<file path="config.mk">
export PLATFORM = sky130hd
export DESIGN_NAME = mdu_iter
export DESIGN_NICKNAME = d
export VERILOG_FILES = /design/src/rtl/mdu_iter.sv
export SDC_FILE = /design/constraint.sdc
export NUM_CORES = 1
export LEC_CHECK = 0
export CAP_MARGIN = 25
export CORE_ASPECT_RATIO = 1.25
export CORE_UTILIZATION = 25
export CTS_CLUSTER_DIAMETER = 30
export DETAILED_ROUTE_END_ITERATION = 10
export PLACE_DENSITY = 0.48
export SETUP_SLACK_MARGIN = 0.05
export SLEW_MARGIN = 20
export SYNTH_ARGS = -nofsm -noshare
export SYNTH_HDL_FRONTEND = slang
export SYNTH_SLANG_ARGS = --single-unit
</file>
<file path="constraint.sdc">
create_clock -name clk -period 5.8 [get_ports clk]
set_clock_uncertainty 0.05 [all_clocks]
set_input_delay 0.58 -clock clk [delete_from_list [all_inputs] [get_ports clk]]
set_output_delay 0.58 -clock clk [all_outputs]
set_load 0.005 [all_outputs]
</file>
<file path="src/rtl/mdu_iter.sv">
// Iterative RISC-V M-extension multiply/divide unit: radix-2 shift-add multiply,
// restoring divide on operand magnitudes, sign fix-up in a final cycle.
module mdu_iter #(
    parameter int XLEN  = 32,
    parameter int CNT_W = $clog2(XLEN) + 1
) (
    input  logic            clk,
    input  logic            rst,
    input  logic            flush,
    input  logic            in_valid,
    output logic            in_ready,
    input  logic [2:0]      op,
    input  logic [XLEN-1:0] a,
    input  logic [XLEN-1:0] b,
    output logic            out_valid,
    input  logic            out_ready,
    output logic [XLEN-1:0] result
);

    typedef enum logic [1:0] {IDLE, CALC, FIX, DONE} state_t;

    localparam logic [XLEN-1:0] MOST_NEG = {1'b1, {(XLEN-1){1'b0}}};

    state_t              state_q;
    logic [2:0]          op_q;
    logic [2*XLEN-1:0]   acc_q, acc_d;
    logic [XLEN-1:0]     opb_q;
    logic                neg_q;
    logic [CNT_W-1:0]    cnt_q;
    logic [XLEN-1:0]     result_q, result_d;
    logic                out_valid_q;

    logic                a_signed, b_signed, sa, sb;
    logic [XLEN-1:0]     mag_a, mag_b;
    logic                div0, ovf;
    logic [XLEN-1:0]     special_res;
    logic [XLEN:0]       mul_sum, div_rem, div_trial;
    logic [2*XLEN-1:0]   prod_fix;
    logic [XLEN-1:0]     quo_fix, rem_fix;

    assign in_ready  = (state_q == IDLE) && !rst;
    assign out_valid = out_valid_q;
    assign result    = result_q;

    // Operand decode and special-case detection for the accept cycle.
    always_comb begin
        a_signed    = (op == 3'b001) || (op == 3'b010) || (op == 3'b100) || (op == 3'b110);
        b_signed    = (op == 3'b001) || (op == 3'b100) || (op == 3'b110);
        sa          = a_signed && a[XLEN-1];
        sb          = b_signed && b[XLEN-1];
        mag_a       = sa ? -a : a;
        mag_b       = sb ? -b : b;
        div0        = op[2] && (b == '0);
        ovf         = ((op == 3'b100) || (op == 3'b110)) && (a == MOST_NEG) && (b == '1);
        special_res = '0;
        if (div0)
            special_res = op[1] ? a : '1;
        else if (ovf)
            special_res = op[1] ? '0 : MOST_NEG;
    end

    // One iteration: multiply keeps product-high:multiplier, divide keeps remainder:dividend/quotient.
    always_comb begin
        mul_sum   = {1'b0, acc_q[2*XLEN-1:XLEN]} + (acc_q[0] ? {1'b0, opb_q} : '0);
        div_rem   = acc_q[2*XLEN-1:XLEN-1];
        div_trial = div_rem - {1'b0, opb_q};
        if (op_q[2]) begin
            if (div_trial[XLEN])
                acc_d = {div_rem[XLEN-1:0], acc_q[XLEN-2:0], 1'b0};
            else
                acc_d = {div_trial[XLEN-1:0], acc_q[XLEN-2:0], 1'b1};
        end else begin
            acc_d = {mul_sum, acc_q[XLEN-1:1]};
        end
    end

    always_comb begin
        prod_fix = neg_q ? -acc_q : acc_q;
        quo_fix  = neg_q ? -acc_q[XLEN-1:0] : acc_q[XLEN-1:0];
        rem_fix  = neg_q ? -acc_q[2*XLEN-1:XLEN] : acc_q[2*XLEN-1:XLEN];
        case (op_q)
            3'b000:                 result_d = prod_fix[XLEN-1:0];
            3'b001, 3'b010, 3'b011: result_d = prod_fix[2*XLEN-1:XLEN];
            3'b100, 3'b101:         result_d = quo_fix;
            default:                result_d = rem_fix;
        endcase
    end

    always_ff @(posedge clk) begin
        if (rst) begin
            state_q     <= IDLE;
            op_q        <= '0;
            acc_q       <= '0;
            opb_q       <= '0;
            neg_q       <= 1'b0;
            cnt_q       <= '0;
            result_q    <= '0;
            out_valid_q <= 1'b0;
        end else if (flush) begin
            state_q     <= IDLE;
            out_valid_q <= 1'b0;
        end else begin
            case (state_q)
                IDLE: begin
                    if (in_valid) begin
                        op_q <= op;
                        if (div0 || ovf) begin
                            result_q    <= special_res;
                            out_valid_q <= 1'b1;
                            state_q     <= DONE;
                        end else begin
                            acc_q   <= {{XLEN{1'b0}}, (op[2] ? mag_a : mag_b)};
                            opb_q   <= op[2] ? mag_b : mag_a;
                            neg_q   <= (op[2] && op[1]) ? sa : (sa ^ sb);
                            cnt_q   <= CNT_W'(XLEN);
                            state_q <= CALC;
                        end
                    end
                end
                CALC: begin
                    acc_q <= acc_d;
                    cnt_q <= cnt_q - 1'b1;
                    if (cnt_q == CNT_W'(1))
                        state_q <= FIX;
                end
                FIX: begin
                    result_q    <= result_d;
                    out_valid_q <= 1'b1;
                    state_q     <= DONE;
                end
                DONE: begin
                    if (out_ready) begin
                        out_valid_q <= 1'b0;
                        state_q     <= IDLE;
                    end
                end
                default: state_q <= IDLE;
            endcase
        end
    end

endmodule

</file>
==> results.yml, run 1 <==
outcome:
  status: "completed"
floorplan:
  fp.dieH_um: 275.5
  die_w_um: 220.8
  start_util: 0.2548
  die-area_sq_um: 60840
  fp.coreArea_sq_um: 58710
  num_rows: 99
  io_pins: 106
place:
  place_hpwl_um: 51540
  place_inst: 2854
  pre_cts_ws_ns: 0.8489
  gp_congestion: 0.9634
  io_buffers: 105
global_route:
  top_usage_layer: "met2"
  grt_pass1_vias: 15700
  grt_overflow: 0
  grt_use_total: 0.2109
  grt_max_degree: 80
  grt_pass1_wl_um: 98480
  use_met2: 0.3723
  grtUsageMet1: 0.2529
  antenna_found_initial: 0
  grtUsageMet3: 0.02672
synth:
  async_flop_share: 0
  syn_area_sq_um: 14960
  ys.flop_type: "dfxtp_1"
  syn_inst: 2101
  syn-num-nets: 2250
  syn_area_per_cell_sq_um: 7.122
  synth_edf_count: 0
  synth_cell_types: 84
  yosysWarnings: 0
  synth-seq-cells: 141
  ys_seq_area_frac: 0.1886
clock_network:
  cts_setup_buffers: 0
  clock_sinks: 141
  cts_tree: "yes"
  path_clk_slew_ns: 0.06
  cts.path.max_buffers: 2
  clk_latency_ns: 0.46
  cts_hold_buf: 0
  cts_resized: 0
  numCtsBuffers: 17
  cts_root_buf: "clkbuf_16"
  cts-htree-levels: 4
route:
  viasPerCell: 5.613
  final_antenna_net_count: 0
  via_count: 16200
  drcViolationCount: 0
  wl_per_cell_um: 22.62
  wl_um: 65290
  drt_first_pass_iters: 5
  drtIter0Drc: 1180
worst_setup_path:
  crit_arrival_ns: 4.86
  worstSetupEndpointType: "flop"
  critPathLaunchType: "input pin"
  crit_type: "input pin to flop"
  critPathMaxFanout: 9
  crit_required_ns: 6.08
timing:
  rsz0062_at_grt: "false"
  max_slew_margin: 0.3302
  setup_tns_ns: 0
  fin_ws_ns: 1.217
  clock.fmax_ghz: 0.2182
  setup_violations: 0
  final_max_slew_viol_count: 0
  worst_pin_slew_ns: 0.9941
  hold_violations: 0
  period_share: 0.7902
  period_needed_ns: 4.583
finish:
  finish.utilization: 0.2921
  syn2layout_area_growth_pct: 14.63
  layout.cells.non_filler: 2886
  nNetsFinal: 2265
  num_antenna_cells: 0
  drive_gt1_frac: 0.06059
pwr:
  vdd_drop_max_mv: 0.2247
  power_density_nw_per_um2: 180.7
  p_leak_nw: 6.211
run:
  maxCapViolations: 0
worst_hold_path:
  min_path_type: "flop to flop"
## critical path, cell delays in order
cell             delay, ns
clkdlybuf4s50_1       0.48
or4_1                 0.65
nor4b_1               0.69
nand4bb_1             0.41
o21ai_1               0.61
o21a_1                0.43
or3_1                 0.47
nor3_1                0.12
a311oi_1              0.31
nand3_1               0.10
## per-layer routing
| layer | vias to the layer above | share of wire | routed length [um] |
|---|---|---|---|
| met1 | 7696 | 0.42 | 27460 |
| met3 | 121 | 0.051 | 3349 |
| li1 | 7791 | - | - |
| met2 | 591 | 0.48 | 31270 |
| met5 | - | 0 | 0 |
| met4 | 0 | 0.049 | 3221 |
## where the power goes
| group | leakage (nW) | internal, W | switching, W |
|---|---|---|---|
| clock network | 0.255 | 0.000565 | 0.000510 |
| registers | 1.15 | 0.00101 | 0.0000603 |
| logic | 4.81 | 0.000363 | 0.000594 |
| total | 6.21 | 0.00193 | 0.00116 |
## sequential cells by signal, summed over array words and instances, names as in the netlist
name / cells
acc_q: 64
cnt_q: 6
neg_q: 1
op_q: 3
opb_q: 32
out_valid: 1
result: 32
state_q: 2
## stage by stage
| stage | power [W] | instance area, sq um | hold WS [ns] |
|---|---|---|---|
| finish | 0.003099 | 17150 | 0.4172 |
| global route | 0.003236 | 17150 | 0.4628 |
| CTS | 0.003102 | 17150 | 0.4166 |
| detailed placement | 0.002028 | 16600 | 0.4066 |
| global placement | 0.002023 | 16600 | 0.3998 |
| floorplan | 0.001706 | 14960 | 0.3819 |
## path summary, 6_finish.rpt
path / endpoint / cells after the start / slack [ns] / start
max: acc_q[58] / 10 / 1.22 / a[15]
min: opb_q[9] / 2 / 0.42 / opb_q[9]
max reg2reg: acc_q[52] / 14 / 1.46 / acc_q[31]
min reg2reg: opb_q[9] / 2 / 0.42 / opb_q[9]
## layout by cell type, fill, tap and decap left out, types with 9 or more instances in the layout
cell and count:
a22oi_1 19, nor2_1 249, o31ai_1 36, o211ai_1 27, clkbuf_16 17, mux2i_1 36, o41ai_1 22, a221oi_1 9
o22ai_1 19, o221ai_1 11, or3_1 25, a21oi_1 146, nor3_1 86, a311oi_1 15, nand4_1 28, inv_1 81
a21o_1 32, dfxtp_1 139, and3_1 17, xnor2_1 103, nor2b_1 15, ha_1 74, nand3_1 44, xor2_1 62
o21ai_0 154, o21bai_1 13, a211oi_1 83, nand2b_1 27, buf_4 45, nor4_1 21, clkdlybuf4s50_1 103, mux2_2 27
a31oi_1 26, a41oi_1 11, or4_1 19, o21a_1 13, nand2_1 154, and2_1 14
## layout make-up
| cell class | count | area, sq um |
|---|---|---|
| inverters | 82 | 307.8 |
| clock inverters | 13 | 106.4 |
| clock buffers | 19 | 442.9 |
| flip-flops and latches | 141 | 2825 |
| multi-input cells | 1725 | 11150 |
| fillers | 6459 | 41560 |
| well taps | 757 | 947.2 |
| repair buffers | 149 | 1374 |
## kinds of logic (layout without fill, tap and decap cells)
| group | count (synthesis) | after routing | share of synthesized area |
|---|---|---|---|
| flip-flops | 141 | 141 | 0.1886 |
| XOR/XNOR | 165 | 165 | 0.09658 |
| multiplexers | 63 | 63 | 0.04440 |
| buffers and inverters | 235 | 263 | 0.06840 |
| AND/OR/NAND/NOR | 728 | 728 | 0.2307 |
| AO/OA/AOI/OAI | 692 | 692 | 0.3059 |
| adder cells (fa/ha/maj) | 77 | 77 | 0.06539 |
## synthesized netlist by cell type (all sizes together) (15+ instances only)
cell | n | share of area
buf | 27 | 0.014
o21ai | 156 | 0.052
nand3 | 44 | 0.015
a211oi | 83 | 0.042
or4 | 22 | 0.012
o22ai | 19 | 0.0079
o211ai | 27 | 0.014
a31oi | 26 | 0.011
mux2i | 36 | 0.024
o41ai | 22 | 0.013
nand4 | 28 | 0.012
nor2 | 251 | 0.063
or3 | 27 | 0.012
nor2b | 15 | 0.0063
nor3 | 87 | 0.029
nand2b | 27 | 0.011
a21o | 32 | 0.016
a22oi | 19 | 0.0095
and3 | 17 | 0.0071
a311oi | 17 | 0.010
o31ai | 36 | 0.018
mux2 | 27 | 0.020
xor2 | 62 | 0.036
a21oi | 147 | 0.049
ha | 75 | 0.063
xnor2 | 103 | 0.060
clkbuf | 124 | 0.032
inv | 81 | 0.020
dfxtp | 141 | 0.19
nand2 | 155 | 0.039
nor4 | 21 | 0.0088
(Power assumes the default switching activity.)
==> run 2: changes to the inputs <==
Clock period 5.8 ns to 4.45 ns, I/O delays scaled along.
==> run 2 against run 1 <==
First-iteration DRC count grew 24%. Routed wire length grew 2.8%. Critical endpoint is now acc_q[62]. Critical path depth grew 4. Register-to-register slack lost 1.2 ns. Total power grew 35%. Combinational power grew 35%. Highest routed layer unchanged. Final cell count grew 1.6%.
==> results.yml, run 2 (same netlist as run 1, synthesis figures left out) <==
outcome:
  status: "completed"
finish:
  layout_commonest_cell: "nor2_1"
  layout_common_cells: "250 x nor2_1, 154 x nand2_1, 154 x o21ai_0"
  layout.cells.non_filler: 2932
  drive_gt1_frac: 0.08138
  multi_input_comb_area_sq_um: 11150
  regArea_sq_um: 2826
  num-fill-cells: 6472
  largest_register_ff_count: 64
  nNetsFinal: 2311
  design_area_sq_um: 17570
  num_antenna_cells: 0
  regMostFlops: "acc_q"
  syn2layout_area_growth_pct: 17.43
pwr:
  swShare: 0.3787
  combPwrFrac: 0.308
  clkPwrFrac: 0.359
  vdd_drop_max_mv: 0.3057
  power_density_nw_per_um2: 238.2
  pwr-share-seq: 0.334
  p_int_w: 0.002600
  p_leak_nw: 6.493
  p_sw_w: 0.001585
worst_setup_path:
  path_buf_inv: 3
  critPathMaxFanout: 11
  worstSetupEndpointType: "flop"
  slowest_delay_ns: 0.60
  critPathLaunchType: "flop"
  crit_chain: "inv_1 > ha_1 > fa_1 > nand2b_1 > a21oi_1 > o41ai_1 > clkbuf_2 > o211a_1 > or4_1 > a21oi_2 > nor2_4 > buf_4 > mux2i_1 > o211ai_1"
  cp_top_family: "compound AO/OA/AOI/OAI gates"
  critPathSlowestCell: "or4_1"
  crit_required_ns: 4.77
  crit_arrival_ns: 4.48
  crit_type: "flop to flop"
timing:
  hold_violations: 0
  holdWs_ns: 0.3039
  setup_tns_ns: 0
  period_needed_ns: 4.158
  max_slew_margin: 0.3422
  setup_violations: 0
  clock.fmax_ghz: 0.2405
  final_max_slew_viol_count: 0
  rsz0062_at_grt: "false"
  worst_pin_slew_ns: 0.9866
  period_share: 0.9345
route:
  via_count: 16560
  drcViolationCount: 0
  wl_per_cell_um: 22.89
  drt_first_pass_iters: 6
  viasPerCell: 5.647
  wl_um: 67110
  final_antenna_net_count: 0
  drtIter0Drc: 1463
floorplan:
  num_rows: 99
  fp.dieH_um: 275.5
  io_pins: 106
  fp.coreArea_sq_um: 58710
  die-area_sq_um: 60840
  start_util: 0.2548
  die_w_um: 220.8
place:
  place_area_sq_um: 16960
  place_hpwl_um: 54120
  place_inst: 2899
  gp_congestion: 0.9694
  io_buffers: 105
clock_network:
  clock_sinks: 141
  cts.path.max_buffers: 2
  cts_tree: "yes"
  path_clk_slew_ns: 0.08
  cts-htree-levels: 4
  numCtsBuffers: 17
  cts_hold_buf: 0
  clk_latency_ns: 0.47
  cts_root_buf: "clkbuf_16"
global_route:
  grt_overflow: 0
  grt_max_degree: 81
  grt_pass1_vias: 15700
  antenna_found_initial: 0
  grt_use_total: 0.2154
  grt_pass1_wl_um: 99690
worst_hold_path:
  min_path_type: "input pin to flop"
run:
  maxCapViolations: 0
==> run 2: path summary, 6_finish.rpt <==
check / from / to / slack (ns) / cells after the start
setup reg to reg: acc_q[31] / acc_q[62] / 0.29 / 14
setup / recovery: acc_q[31] / acc_q[62] / 0.29 / 14
hold reg to reg: opb_q[22] / opb_q[22] / 0.44 / 2
hold / removal: rst / opb_q[27] / 0.30 / 2
==> run 2: power by group through the flow <==
stage	clock [W]	combinational (W)	sequential, W
after CTS	0.00152	0.00127	0.00139
after detailed placement	0	0.00126	0.00142
final	0.00150	0.00129	0.00140
after global placement	0	0.00126	0.00142
after global routing	0.00156	0.00139	0.00140
after floorplan	0	0.000854	0.00137
==> run 2: worst reg2reg max path: cells and delay by family (launching register included) <==
kind	cells	cell delay, ns
adders and majority gates	2	0.71
and+or+nand+nor	3	0.91
buffers and inverters	3	0.62
DFF	1	0.40
muxes	1	0.14
AOI/OAI and AO/OA	5	1.23
==> run 2: metrics by stage <==
stage | util | total power (W) | worst slack (ns)
finish | 0.2993 | 0.004185 | 0.2916
floorplan | - | 0.002223 | 0.6506
global placement | 0.2888 | 0.002679 | 0.2114
CTS | 0.2990 | 0.004179 | 0.2120
global route | 0.2993 | 0.004354 | 0.08419
detailed placement | 0.2888 | 0.002685 | 0.1726
==> run 2: per-layer routing <==
metal / GRT usage / vias to the layer above / wire, um
met3: 0.01874 / 124 / 2876
li1: - / 7885 / -
met1: 0.2573 / 7961 / 28250
met5: 0 / - / 0
met4: 0.09735 / 0 / 2868
met2: 0.3920 / 587 / 33110
==> run 2: area by class of cell <==
cell class	count	share of cell area
Sequential cell	141	0.1609
Multi-Input combinational cell	1725	0.6346
Inverter	82	0.01752
Timing Repair Buffer	195	0.09912
Tap cell	757	0.05391
Clock buffer	17	0.02421
Clock inverter	15	0.009756
==> run 2: repair_timing <==
item,in CTS,in global routing
endpoints found under the hold margin,0,0
resized for setup,0,3
endpoints found under the setup margin,0,23
setup buffers,0,0
==> run 3: changes to the inputs <==
Settings changed: CAP_MARGIN 25 to 20.
==> run 3 against run 2 <==
Hold slack improved by 0.0035 ns. Final area about the same. First-iteration DRC count decreased by 0.48%. Sequential power about the same. Total power about the same. Critical endpoint unchanged. Core utilization about the same.
==> results.yml, run 3 (same netlist as run 1, synthesis figures left out) <==
global_route:
  grt_pass1_vias: 15700
  grt_max_degree: 81
  grt_pass1_wl_um: 99690
  grt_overflow: 0
  antenna_found_initial: 0
  grt_use_total: 0.2154
finish:
  num_antenna_cells: 0
  drive_gt1_frac: 0.08096
  syn2layout_area_growth_pct: 17.42
  nNetsFinal: 2310
  largest_register_ff_count: 64
  layout_common_cells: "250 x nor2_1, 154 x nand2_1, 154 x o21ai_0"
  layout_commonest_cell: "nor2_1"
  regMostFlops: "acc_q"
timing:
  fin_ws_ns: 0.2613
  setup_tns_ns: 0
  clock.fmax_ghz: 0.2387
  rsz0062_at_grt: "false"
  max_slew_margin: 0.3479
  final_max_slew_viol_count: 0
  hold_violations: 0
  worst_pin_slew_ns: 0.9782
  period_needed_ns: 4.189
  period_share: 0.9413
  setup_violations: 0
pwr:
  clkPwrFrac: 0.359
  combPwrFrac: 0.308
  power_density_nw_per_um2: 238.3
  p_leak_nw: 6.493
  total_power_w: 0.004187
  swShare: 0.3790
  pwr-share-seq: 0.333
  p_sw_w: 0.001587
  p_int_w: 0.002600
  vdd_drop_max_mv: 0.3068
route:
  drcViolationCount: 0
  drt_first_pass_iters: 6
  via_count: 16500
  final_antenna_net_count: 0
  wl_um: 67100
  wl_per_cell_um: 22.89
  viasPerCell: 5.631
  drtIter0Drc: 1456
clock_network:
  clk_latency_ns: 0.47
  cts_hold_buf: 0
  numCtsBuffers: 17
  clock_sinks: 141
  cts-htree-levels: 4
  cts.path.max_buffers: 2
  cts_root_buf: "clkbuf_16"
  cts_tree: "yes"
  path_clk_slew_ns: 0.07
floorplan:
  num_rows: 99
  io_pins: 106
  die_w_um: 220.8
  fp.dieH_um: 275.5
  fp.coreArea_sq_um: 58710
  start_util: 0.2548
  die-area_sq_um: 60840
worst_setup_path:
  worstSetupEndpointType: "flop"
  crit_arrival_ns: 4.51
  crit_type: "flop to flop"
  cp_top_family: "compound AO/OA/AOI/OAI gates"
  path_buf_inv: 2
  crit_top_cell: "a21oi_1"
  slowest_delay_ns: 0.59
  crit_required_ns: 4.77
  crit_chain: "inv_1 > ha_1 > fa_1 > nand2b_1 > a21oi_1 > o41ai_2 > o211a_1 > or4_1 > a21oi_1 > nor2_4 > buf_4 > mux2i_1 > o211ai_1"
  critPathMaxFanout: 11
  critPathLaunchType: "flop"
  critPathSlowestCell: "or4_1"
run:
  maxCapViolations: 0
place:
  io_buffers: 105
  place_hpwl_um: 54120
  pre_cts_ws_ns: 0.1726
  gp_congestion: 0.9694
worst_hold_path:
  min_path_type: "input pin to flop"
outcome:
  status: "completed"
[run 3: what timing repair did]
item	in CTS	in global routing
setup buffers	0	0
gates resized for setup	0	3
endpoints found under the setup margin	0	22
[run 3: worst paths after layout]
| kind | startpoint | endpoint | slack, ns | cells past startpoint |
|---|---|---|---|---|
| setup reg to reg | acc_q[31] | acc_q[62] | 0.26 | 13 |
| hold / removal | rst | opb_q[27] | 0.31 | 2 |
| hold reg to reg | op_q[0] | op_q[0] | 0.44 | 2 |
| setup / recovery | acc_q[31] | acc_q[62] | 0.26 | 13 |
[run 3: layout make-up]
class	count	area, sq um
sequential	141	2826
fill	6472	41140
inverter	82	307.8
clock inverter	15	171.4
tap	757	947.2
timing repair buffer	194	1737
multi-input combinational	1725	11150
clock buffer	17	425.4
[run 3: stage by stage]
step,area (sq um),std cells,util,hold WS [ns]
final,17570,2931,0.2992,0.3074
after CTS,17550,2931,0.2990,0.2903
after global placement,16960,2899,0.2888,0.4278
after global routing,17570,2931,0.2992,0.3007
after detailed placement,16960,2899,0.2888,0.4231
after floorplan,14960,2101,-,0.3819
[run 3: power groups by stage]
stage                     Combinational [W]  Clock, W  Sequential, W
after floorplan                    0.000854         0        0.00137
after global placement              0.00126         0        0.00142
after detailed placement            0.00126         0        0.00142
after CTS                           0.00127   0.00152        0.00139
after global routing                0.00139   0.00156        0.00140
final                               0.00129   0.00150        0.00140
[run 3: layer usage]
| layer | vias up | global-route usage | part of all wire |
|---|---|---|---|
| met2 | 582 | 0.3920 | 0.50 |
| met1 | 7924 | 0.2573 | 0.42 |
| met3 | 108 | 0.01874 | 0.041 |
| met4 | 0 | 0.09735 | 0.042 |
| met5 | - | 0 | 0 |
| li1 | 7889 | - | - |
[run 3: worst reg2reg max path, stage by stage, from the launching register on]
cell	delay [ns]
dfxtp_1	0.39
inv_1	0.22
ha_1	0.30
fa_1	0.41
nand2b_1	0.18
a21oi_1	0.25
o41ai_2	0.18
o211a_1	0.42
or4_1	0.60
a21oi_1	0.29
nor2_4	0.15
buf_4	0.24
mux2i_1	0.14
o211ai_1	0.25
